File: src/rtl/gpu_oam_dma_pkg.sv
// Shared constants, state encoding and source-page remap for the OAM DMA initiator.
// The remap folds the echo region (0xE0-0xFF) back onto WRAM.
package gpu_oam_dma_pkg;

  localparam logic [15:0] DMA_REG_ADDR = 16'hFF46;

  typedef enum logic [1:0] {
    ST_IDLE  = 2'd0,
    ST_START = 2'd1,
    ST_READ  = 2'd2,
    ST_WRITE = 2'd3
  } dma_state_t;

  function automatic logic [7:0] src_page(input logic [7:0] value);
    return (value <= 8'hDF) ? value : value - 8'h20;
  endfunction

endpackage

File: src/rtl/gpu_oam_dma.sv
// OAM DMA master: a write to 0xFF46 copies DMA_LEN bytes from page*0x100 into OAM.
// One dead cycle, then alternating READ/WRITE; a new register write restarts at once.
module gpu_oam_dma
  import gpu_oam_dma_pkg::*;
#(
  parameter int         DMA_LEN    = 160,
  parameter logic [7:0] OAM_BASE_H = 8'hFE
) (
  input  logic        iClock,
  input  logic        iReset,
  input  logic [15:0] iCpuAddr,
  input  logic        iCpuWe,
  input  logic [7:0]  iCpuData,
  output logic [7:0]  oDMA,
  output logic        oBusRequest,
  output logic [15:0] oAddr,
  output logic        oWe,
  output logic [7:0]  oData,
  input  logic [7:0]  iData,
  output logic        oBusy
);

  localparam logic [7:0] LAST_IDX = 8'(DMA_LEN - 1);

  dma_state_t state;
  logic [7:0] src_h;
  logic [7:0] idx;
  logic       detect;

  assign detect = iCpuWe && (iCpuAddr == DMA_REG_ADDR);

  // A detect wins over every normal transition, including the final WRITE.
  always_ff @(posedge iClock) begin
    if (!iReset) begin
      state <= ST_IDLE;
      oDMA  <= 8'h00;
      src_h <= 8'h00;
      idx   <= 8'h00;
    end else if (detect) begin
      state <= ST_START;
      oDMA  <= iCpuData;
      src_h <= src_page(iCpuData);
      idx   <= 8'h00;
    end else begin
      case (state)
        ST_START: state <= ST_READ;
        ST_READ:  state <= ST_WRITE;
        ST_WRITE: begin
          if (idx == LAST_IDX) begin
            state <= ST_IDLE;
          end else begin
            idx   <= idx + 8'd1;
            state <= ST_READ;
          end
        end
        default:  state <= ST_IDLE;
      endcase
    end
  end

  // The read data of the preceding READ arrives during WRITE and is forwarded as-is.
  always_comb begin
    oBusRequest = 1'b0;
    oAddr       = 16'h0000;
    oWe         = 1'b0;
    oData       = 8'h00;
    case (state)
      ST_START: oBusRequest = 1'b1;
      ST_READ: begin
        oBusRequest = 1'b1;
        oAddr       = {src_h, idx};
      end
      ST_WRITE: begin
        oBusRequest = 1'b1;
        oAddr       = {OAM_BASE_H, idx};
        oWe         = 1'b1;
        oData       = iData;
      end
      default: ;
    endcase
  end

  assign oBusy = oBusRequest;

endmodule

File: config.mk
export PLATFORM = sky130hd
export DESIGN_NAME = gpu_oam_dma
export DESIGN_NICKNAME = d
export VERILOG_FILES = /design/src/rtl/gpu_oam_dma_pkg.sv /design/src/rtl/gpu_oam_dma.sv
export SDC_FILE = /design/constraint.sdc
export NUM_CORES = 1
export LEC_CHECK = 0
export ABC_AREA = 0
export CAP_MARGIN = 20
export CORE_MARGIN = 2
export CORE_UTILIZATION = 35
export CTS_CLUSTER_DIAMETER = 120
export DETAILED_ROUTE_END_ITERATION = 6
export PLACE_DENSITY_LB_ADDON = 0.15
export SLEW_MARGIN = 10
export SYNTH_ARGS = -nofsm -noshare
export SYNTH_HDL_FRONTEND = slang
export SYNTH_SLANG_ARGS = --single-unit
File: constraint.sdc
create_clock -name iClock -period 1.7 [get_ports iClock]
set_clock_uncertainty 0.05 [all_clocks]
set_input_delay 0.17 -clock iClock [delete_from_list [all_inputs] [get_ports iClock]]
set_output_delay 0.17 -clock iClock [all_outputs]
set_load 0.1 [all_outputs]
==> summary.md, run 1 <==
| Metric | Value |
|---|---|
| Clock tree from TritonCTS | done |
| Syn Nets | 191 |
| Worst slew slack as a fraction of its limit | 75.8% |
| Area share of the largest cell type after synthesis | between 30% and 40% |
| Library cell with the largest summed area after synthesis | dfxtp_1 |
| Cell family with the largest share of critical-path delay | buffers and inverters |
| Count of nets left with antenna violations after detail routing | 0 |
| Total Power Consumption | roughly 0.84 mW |
| # port buffers | 69 |
| Worst Setup Slack post-DPL | -0.127 ns |
| Leftover overflow at the end of global routing | 0 |
| Maximum number of pins on one net before global-route repair | 22 |
| Post-Synthesis Mean Instance Area | 8.05 um^2 |
| Final count of pins violating max slew | 0 |
| Final RePlAce weighted congestion | 0.790 |
| Final critical-path setup slack | 0.0951 ns |
| Count of placed standard cells including taps | ~260 |
| Ordered list of cells on the worst path | buf_4 -> and3_1 -> buf_12 |
| Global-route usage over all layers | 19.3% |
| Syn Inst Count | roughly 150 |
| HPWL after DPL | 2950 um |
| Highest-delay cell along the critical path | dfxtp_2 |
| Synthesis-to-finish area growth | 89.2% |
| I/O pin count | 70 |
| Setup Total Neg Slack | 0 ns |
| Data arrival time of the critical path | around 1.4 ns |
| Clock slew seen by the registers of the worst setup and hold paths | 0.12 ns |
| Final hold vios | 0 |
| Area of the die | 4030 um^2 |
| Die Height | 63.5 um |
| Detailed-route via count | 1381 |
| Library cells used by synthesis | 35 |
| Sequential share of the synthesized area | 33.9% |
| Number of buffers on the longest clock path | 2 |
| DRC violations left | 0 |
| Number of antenna violations at the first check in global routing | 0 |
| Final std cells w/o fill | 263 |
| Share of the core filled with cells in the final layout | 69.8% |
| Worst path buffer plus inverter count | 2 |
| Worst Setup Path Type | register to primary output |
| Period minus WS final | between 1.5 and 2 ns |
| Critical Path Max Stage Delay | slightly above 0.4 ns |
| RSZ-0062 raised after global routing | false |
| Hold Path Class | input port to register |
| Setup violators final | 0 |
| Clock sink total | 21 |
| Maximum net fanout on the critical path | 16 |
| Routed len/inst | ~14 um |
| Netlist Area Pre-Place | 1240 um^2 |
| Width of the die | 63.5 um |
| Vias per std cell | 5.25 |
| Number of post-CTS setup repair buffers | 0 |
| Count of synthesis-stage warnings from yosys | 0 |
| Data required time at the worst endpoint | approximately 1.5 ns |
| Effective utilization at floorplan | a little under two fifths |
| Static Leak | between 0.8 and 0.9 nW |
| Maximum vdd ir drop | 399 uV |
| Slew @ Worst Pin | 0.363 ns |
| Number of detailed-routing iterations run before antenna repair | 4 |
| Layout fillers | 288 |
| Clock latency of the later-clocked register in the worst-skew pair | 0.31 ns |
| Share of layout cells above drive strength 1 | ~30% |
| Most common library cell in the layout ignoring fill and taps | buf_12 |
| Global-route wire length before repair | 6290 um |
| Worst Setup End Kind | primary output |
| FF+latch area | ~430 um^2 |
| Final wirelength | 3660 um |
| Placement row count | 21 |
| Startpoint types | register |
| Max-cap check violation count | 0 |
| Top cells by area, synth | dfxtp_1, a21oi_1, nand3_1 |
| Peak clock frequency supported by timing | 623 MHz |
| Fin nets | between 200 and 300 |
| Most used cells in the layout excluding fill and tap cells | buf_12, clkdlybuf4s50_1, dfxtp_1 |
| Total of flip-flops plus latches after synthesis | 21 |
| Final Cycle Share | between 90% and 100% |
| Total core area | 3360 um^2 |
| Via count of the first global-routing pass | 1399 |
| First-iteration detailed-routing DRC count | between 80 and 90 |
| Area taken by multi-input logic gates | 727 um^2 |
| Status | complete, no violations |
| Number of diodes | 0 |
| Number of H-tree branching levels | 1 |
| Number of clock buffers inserted by TritonCTS | 3 |
| Clock root buffer master | clkbuf_4 |
| P per Cell Area | 360 nW/um^2 |
==> worst paths after layout <==
path / to / startpoint / depth (start not counted) / slack, ns
min: oDMA[3]$_SDFFE_PN0P_ / iCpuData[3] / 3 / 0.37
max reg2reg: idx[3]$_SDFFE_PP0P_ / idx[0]$_SDFFE_PP0P_ / 5 / 0.12
min reg2reg: src_h[5]$_SDFFE_PN0P_ / src_h[5]$_SDFFE_PN0P_ / 2 / 0.44
max: oData[7] / state[0]$_SDFF_PN0_ / 3 / 0.1
==> metrics by stage <==
stage	area [um^2]	hold slack (ns)
5_1_grt	2350	0.360
2_1_floorplan	1250	0.238
3_3_place_gp	2300	0.411
6_report	2350	0.367
3_5_place_dp	2300	0.422
4_1_cts	2330	0.360
==> worst min-delay path, stage by stage <==
cell,delay [ns]
clkdlybuf4s50_1,0.39
nand3_1,0.07
a21oi_1,0.06
==> Yosys cell counts <==
cell type and instances:
or3_1 1, nand2_1 6, ha_1 2, nand4_1 3
nor3_1 3, and3b_1 1, o21ai_1 1, nand4bb_1 3
inv_1 5, or2_0 1, and2_1 9, nand4_4 1
and3_1 9, o21a_1 8, buf_6 1, mux2i_1 1
dfxtp_1 21, o31ai_1 1, or2_2 1, xnor2_1 4
o21ai_2 1, buf_2 1, nor2_1 11, a21oi_2 1
o21ai_0 10, buf_4 7, and4_1 1, nor2b_1 1
nand3_1 12, a211oi_1 4, a21oi_1 12, and4bb_2 2
nand2b_1 1, clkbuf_1 7, a31oi_1 1
==> report_power, final <==
part           leakage, nW  switching [mW]  internal, mW  total, mW
Combinational        0.703          0.0303        0.0778      0.108
Clock               0.0177           0.158        0.0880      0.246
Sequential           0.170      0.00000732         0.490      0.490
==> sequential cells by signal, indices dropped and copies added, names as in the netlist <==
register and count:
idx 8, oDMA 8, src_h 3, state 2
==> area by class of cell <==
type | instances | share of cell area, %
Sequential cell | 21 | 18.1
Tap cell | 46 | 2.45
Multi-Input combinational cell | 112 | 31.0
Clock buffer | 3 | 0.960
Inverter | 5 | 0.800
Timing Repair Buffer | 75 | 46.5
Clock inverter | 1 | 0.213
==> routing by layer <==
metal | routed length [um] | up-vias | global-route usage (%)
li1 | - | 671 | -
met1 | 1360 | 655 | 20.1
met2 | 2060 | 53 | 38.4
met3 | 224 | 2 | 4.64
met4 | 18 | 0 | 4.08
met5 | 0 | - | 0
==> cell families (layout without fill, tap and decap cells) <==
| group | Yosys count | after routing | share of synthesized area, % |
|---|---|---|---|
| XOR/XNOR | 4 | 4 | 2.83 |
| multiplexers | 1 | 1 | 0.807 |
| adder cells (fa/ha/maj) | 2 | 2 | 2.02 |
| buffers and inverters | 21 | 84 | 9.18 |
| AND/OR/NAND/NOR | 66 | 66 | 32.2 |
| AO/OA/AOI/OAI | 39 | 39 | 19.1 |
| flip-flops | 21 | 21 | 33.9 |
==> what timing repair did <==
action                                  CTS  global route
endpoints found under the setup margin   22            20
pin swaps                                 0             0
resized for setup                         2             5
hold buffers                              0             0
Power figures use the tool's default switching activity.
==> inputs of run 2 (changes only) <==
- REMOVE_ABC_BUFFERS: default -> 1
==> run 2 against run 1 <==
  * Sequential share of layout area about the same
  * Final cell count up 0.76%
  * Design area down 0.37%
  * Hold slack better by 0.027 ns
  * Global-route usage down 0.64 points
  * Clock power down 3%
  * Wire length down 1.3%
  * Critical path depth unchanged
  * Highest routed layer unchanged
  * Power down 0.59%
  * Sequential cell count unchanged
==> summary.md, run 2 (synthesis results as in run 1) <==
| Metric | Value |
|---|---|
| Maximum number of pins on one net before global-route repair | 19 (was 22) |
| Part of the power in the clock network | 28.4% (was 29.2%) |
| Number of antenna violations at the first check in global routing | 0 (unchanged) |
| Number of diodes | 0 (unchanged) |
| Synthesis-to-finish area growth | 88.5% (was 89.2%) |
| Clock slew seen by the registers of the worst setup and hold paths | 0.11 ns (was 0.12 ns) |
| Die Height | 63.5 um (unchanged) |
| Effective utilization at floorplan | 36.9% (unchanged) |
| Number of clock buffers inserted by TritonCTS | 3 (unchanged) |
| Fin nets | 257 (was 255) |
| Status | complete, no violations (unchanged) |
| Proportion of power drawn by flip-flops and latches | 58.6% (was 58.0%) |
| Count of placed standard cells including taps | 261 (was 259) |
| Number of buffers inserted by hold repair at cts | 0 (unchanged) |
| Number of detailed-routing iterations run before antenna repair | 4 (unchanged) |
| Setup violators final | 0 (unchanged) |
| Final hold vios | 0 (unchanged) |
| Data required time at the worst endpoint | 1.48 ns (about the same) |
| Area taken by multi-input logic gates | 711 um^2 (was 727 um^2) |
| Largest registers | idx x8, oDMA x8, src_h x3 (unchanged) |
| Worst Setup Path Type | register to primary output (unchanged) |
| Final Cycle Share | 95.3% (was 94.4%) |
| P per Cell Area | 359 nW/um^2 (was 360 nW/um^2) |
| Global-route usage over all layers | 18.7% (was 19.3%) |
| FF+latch area | 423 um^2 (was 425 um^2) |
| Final count of pins violating max slew | 0 (unchanged) |
| Clock root buffer master | clkbuf_4 (unchanged) |
| Count of nets left with antenna violations after detail routing | 0 (unchanged) |
| Switch share | 21.3% (was 22.3%) |
| Logic pwr share | 13.0% (was 12.8%) |
| Worst slew slack as a fraction of its limit | 75.0% (was 75.8%) |
| Startpoint types | register (unchanged) |
| DRC violations left | 0 (unchanged) |
| Cell-internal power | 0.661 mW (was 0.656 mW) |
| Global-route wire length before repair | 6150 um (was 6290 um) |
| Routed len/inst | 13.6 um (was 13.9 um) |
| Clock latency of the later-clocked register in the worst-skew pair | 0.29 ns (was 0.31 ns) |
| Area of the die | 4030 um^2 (unchanged) |
| Maximum net fanout on the critical path | 18 (was 16) |
| Net Sw Power | 0.179 mW (was 0.189 mW) |
| Layout fillers | 276 (was 288) |
| Maximum vdd ir drop | 309 uV (was 399 uV) |
| Worst Setup End Kind | primary output (unchanged) |
| Post-cts gate resize count | 0 (was 2) |
| First-iteration detailed-routing DRC count | 47 (was 81) |
| RSZ-0062 raised after global routing | false (unchanged) |
| Most used cells in the layout excluding fill and tap cells | buf_12, clkdlybuf4s50_1, dfxtp_1 (unchanged) |
| Share of layout cells above drive strength 1 | 25.6% (was 30.0%) |
| Number of H-tree branching levels | 1 (unchanged) |
| Hold Path Class | input port to register (unchanged) |
| Placement row count | 21 (unchanged) |
| Clock sink total | 21 (unchanged) |
| Max-cap check violation count | 0 (unchanged) |
| Detailed-route via count | 1348 (was 1381) |
| Total Power Consumption | 0.840 mW (was 0.845 mW) |
| Via count of the first global-routing pass | 1365 (was 1399) |
| Width of the die | 63.5 um (unchanged) |
| Vias per std cell | 5.09 (was 5.25) |
| Clock tree from TritonCTS | done (unchanged) |
| # port buffers | 69 (unchanged) |
| Number of buffers on the longest clock path | 2 (unchanged) |
| Number of post-CTS setup repair buffers | 0 (unchanged) |
| Total core area | 3360 um^2 (unchanged) |
| Slew @ Worst Pin | 0.375 ns (was 0.363 ns) |
| Most common library cell in the layout ignoring fill and taps | buf_12 (unchanged) |
| Static Leak | 0.896 nW (was 0.891 nW) |
| Period minus WS final | 1.62 ns (was 1.60 ns) |
| Data arrival time of the critical path | 1.40 ns (was 1.38 ns) |
| Final wirelength | 3620 um (was 3660 um) |
| Final RePlAce weighted congestion | 0.841 (was 0.790) |
| Peak clock frequency supported by timing | 617 MHz (was 623 MHz) |
| HPWL after DPL | 2960 um (was 2950 um) |
| Leftover overflow at the end of global routing | 0 (unchanged) |
| Final std cells w/o fill | 265 (was 263) |
| I/O pin count | 70 (unchanged) |
| Post-Route Hold Slack | 0.394 ns (was 0.367 ns) |
==> run 2: area by class of cell <==
| type | count | area share (%) |
|---|---|---|
| repair buffers | 77 | 47.1 |
| flip-flops and latches | 21 | 18.1 |
| clock buffers | 4 | 1.12 |
| multi-input cells | 112 | 30.4 |
| well taps | 46 | 2.46 |
| inverters | 5 | 0.803 |
==> run 2: worst paths after layout <==
| path | from | end | slack, ns | cells after the start |
|---|---|---|---|---|
| max | state[1]$_SDFF_PP0_ | oBusy | 0.08 | 3 |
| max reg2reg | idx[1]$_SDFFE_PP0P_ | idx[1]$_SDFFE_PP0P_ | 0.13 | 5 |
| min reg2reg | src_h[6]$_SDFFE_PN0P_ | src_h[6]$_SDFFE_PN0P_ | 0.44 | 2 |
| min | iCpuData[2] | oDMA[2]$_SDFFE_PN0P_ | 0.39 | 3 |
==> run 2: through the flow <==
step / TNS [ns] / util, % / worst slack (ns) / instance area [um^2]
6_report: 0 / 69.5 / 0.0795 / 2340
5_1_grt: 0 / 69.5 / 0.0110 / 2340
4_1_cts: 0 / 69.3 / 0.00113 / 2330
3_5_place_dp: 0 / 68.5 / 0.0111 / 2300
2_1_floorplan: -2.45 / - / -0.328 / 1140
3_3_place_gp: 0 / 68.5 / 0.0599 / 2300
==> run 2: power groups by stage <==
stage / Sequential, mW / Clock (mW) / Combinational [mW]
2_1_floorplan: 0.503 / 0 / 0.0184
3_3_place_gp: 0.503 / 0 / 0.105
3_5_place_dp: 0.503 / 0 / 0.108
4_1_cts: 0.492 / 0.243 / 0.109
5_1_grt: 0.492 / 0.269 / 0.116
6_report: 0.492 / 0.239 / 0.109
==> run 2: worst max-delay path, stage by stage, from the launching register on <==
cell and delay, ns:
dfxtp_2 0.36, buf_4 0.18, or2_2 0.37, buf_12 0.19
==> run 2: layer usage <==
metal	part of all wire [%]	routed length (um)	vias up	GRT usage (%)
li1	-	-	671	-
met1	42	1530	629	24.3
met2	51	1840	44	31.8
met3	6.2	224	4	3.21
met4	0.75	27	0	4.89
met5	0	0	-	0
==> inputs of run 3 (changes only) <==
- CORE_ASPECT_RATIO: default -> 1.5
- SETUP_SLACK_MARGIN: default -> 0.5
- SLEW_MARGIN: 10 -> 20
==> run 3 against run 2 <==
  * Non-clock buffer count increased by 13
  * Die area increased by 0.25%
  * Sequential power decreased by 1%
  * Fmax increased by 11%
  * Power increased by 11%
  * Core utilization increased by 9.4 points
  * Largest cell class unchanged
  * Highest routed layer unchanged
==> summary.md, run 3 (synthesis results as in run 1) <==
| Metric | Value |
|---|---|
| Status | complete, no violations (unchanged) |
| Area of the die | 4040 um^2 (was 4030 um^2) |
| Global-route wire length before repair | 7210 um (was 6150 um) |
| Final std cells w/o fill | 275 (was 265) |
| Setup Total Neg Slack | 0 ns (unchanged) |
| Final hold vios | 0 (unchanged) |
| Hold Path Class | input port to register (unchanged) |
| Data arrival time of the critical path | 1.24 ns (was 1.40 ns) |
| Worst slew slack as a fraction of its limit | 73.5% (was 75.0%) |
| Area taken by multi-input logic gates | 912 um^2 (was 711 um^2) |
| Clock root buffer master | clkbuf_8 (was clkbuf_4) |
| Placement row count | 26 (was 21) |
| Reg-to-Reg End | idx[5]$_SDFFE_PP0P_ (was idx[1]$_SDFFE_PP0P_) |
| Data required time at the worst endpoint | 1.48 ns (about the same) |
| Worst Setup End Kind | primary output (unchanged) |
| RSZ-0062 raised after global routing | true (was false) |
| Reg2Reg Setup Slack | 0.30 ns (was 0.13 ns) |
| Final Cycle Share | 85.9% (was 95.3%) |
| Largest registers | idx x8, oDMA x8, src_h x3 (unchanged) |
| Cell area after placement | 2300 um^2 (about the same) |
| Max-cap check violation count | 0 (unchanged) |
| Maximum net fanout on the critical path | 19 (was 18) |
| Setup violators final | 0 (unchanged) |
| Start point of the worst min-delay path | iCpuData[5] (was iCpuData[2]) |
| Worst Setup Path Type | register to primary output (unchanged) |
| Layout fillers | 220 (was 276) |
| Via count of the first global-routing pass | 1558 (was 1365) |
| Post-Route Hold Slack | 0.318 ns (was 0.394 ns) |
| P per Cell Area | 346 nW/um^2 (was 359 nW/um^2) |
| Leftover overflow at the end of global routing | 0 (unchanged) |
| Worst Hold Path EP | oDMA[5]$_SDFFE_PN0P_ (was oDMA[2]$_SDFFE_PN0P_) |
| Period minus WS final | 1.46 ns (was 1.62 ns) |
| Clock tree from TritonCTS | done (unchanged) |
| HPWL after DPL | 2940 um (was 2960 um) |
| Final wirelength | 4500 um (was 3620 um) |
| Clock sink total | 21 (unchanged) |
| Number of diodes | 0 (unchanged) |
| Number of H-tree branching levels | 1 (unchanged) |
| First-iteration detailed-routing DRC count | 43 (was 47) |
| Final RePlAce weighted congestion | 0.832 (was 0.841) |
| Startpoint types | register (unchanged) |
| Slew @ Worst Pin | 0.396 ns (was 0.375 ns) |
| Effective utilization at floorplan | 36.3% (was 36.9%) |
| Count of nets left with antenna violations after detail routing | 0 (unchanged) |
| Number of detailed-routing iterations run before antenna repair | 4 (unchanged) |
| Detailed-route via count | 1482 (was 1348) |
| Fin nets | 271 (was 257) |
| Most used cells in the layout excluding fill and tap cells | buf_12, dfxtp_1, clkdlybuf4s50_1 (was buf_12, clkdlybuf4s50_1, dfxtp_1) |
| Routed len/inst | 16.4 um (was 13.6 um) |
| Reg2reg start | state[1]$_SDFF_PP0_ (was idx[1]$_SDFFE_PP0P_) |
| FF+latch area | 438 um^2 (was 423 um^2) |
| # port buffers | 69 (unchanged) |
| Synthesis-to-finish area growth | 117% (was 88.5%) |
| I/O pin count | 70 (unchanged) |
| Final count of pins violating max slew | 0 (unchanged) |
| Post-route cell area | 2700 um^2 (was 2340 um^2) |
| Vias per std cell | 5.39 (was 5.09) |
| Number of buffers inserted by hold repair at cts | 0 (unchanged) |
| Global-route usage over all layers | 22.8% (was 18.7%) |
| Maximum vdd ir drop | 414 uV (was 309 uV) |
| Worst-case reg-to-reg path depth | 5 (unchanged) |
| Share of layout cells above drive strength 1 | 45.9% (was 25.6%) |
| Number of antenna violations at the first check in global routing | 0 (unchanged) |
| Static Leak | 1.06 nW (was 0.896 nW) |
| Die Height | 76.9 um (was 63.5 um) |
| Number of cells traversed by the worst hold path | 3 (unchanged) |
| Peak clock frequency supported by timing | 685 MHz (was 617 MHz) |
| Number of clock buffers inserted by TritonCTS | 3 (unchanged) |
| Clock slew seen by the registers of the worst setup and hold paths | 0.08 ns (was 0.11 ns) |
| DRC violations left | 0 (unchanged) |
| Total core area | 3420 um^2 (was 3360 um^2) |
| Count of placed standard cells including taps | 257 (was 261) |
| Clock latency of the later-clocked register in the worst-skew pair | 0.26 ns (was 0.29 ns) |
| Most common library cell in the layout ignoring fill and taps | buf_12 (unchanged) |
| Number of buffers on the longest clock path | 2 (unchanged) |
| Maximum number of pins on one net before global-route repair | 20 (was 19) |
| Width of the die | 52.6 um (was 63.5 um) |
run 3: timing repair:
action / 4_1_cts / 5_1_grt
cloned: 3 / 1
pin swaps: 19 / 14
setup buffers: 9 / 1
gates resized for setup: 69 / 24
setup endpoints to repair: 48 / 46
run 3: how the worst max path moves through the flow:
stage,from,endpoint,cells past startpoint
global placement,iCpuAddr[5],state[1]$_SDFF_PP0_,7
CTS,state[1]$_SDFF_PP0_,oBusRequest,3
detailed placement,iCpuAddr[7],idx[4]$_SDFFE_PP0P_,7
finish,state[1]$_SDFF_PP0_,oBusRequest,3
global route,state[1]$_SDFF_PP0_,oBusRequest,3
floorplan,oDMA[0]$_SDFFE_PN0P_,oAddr[8],1
run 3: layer usage:
metal | vias up | part of all wire (%) | track usage, %
met5 | - | 0 | 0
met4 | 0 | 1.0 | 5.38
met3 | 8 | 4.8 | 3.31
met2 | 77 | 60 | 45.1
met1 | 696 | 34 | 23.4
li1 | 701 | - | -
run 3: area by class of cell:
type | instances | area share, %
Sequential cell | 21 | 16.2
Inverter | 5 | 0.696
Timing Repair Buffer | 90 | 45.6
Tap cell | 42 | 1.95
Clock buffer | 4 | 1.67
Multi-Input combinational cell | 113 | 33.8
run 3: power by group:
part / total [mW] / internal [mW] / switching (mW)
Combinational: 0.121 / 0.0769 / 0.0442
Clock: 0.327 / 0.167 / 0.160
Sequential: 0.485 / 0.485 / 0.00000778
run 3: stage by stage:
step / setup slack (ns) / power (mW) / utilization (%)
after floorplan: -0.328 / 0.521 / -
after global placement: 0.0632 / 0.611 / 67.3
after detailed placement: -0.0394 / 0.613 / 67.3
after CTS: 0.251 / 0.926 / 76.5
after global routing: 0.211 / 0.968 / 78.9
final: 0.240 / 0.933 / 78.9
run 3: critical path: stages (launching register included):
cell,delay (ns)
dfxtp_4,0.38
buf_12,0.15
or2_4,0.27
buf_12,0.17
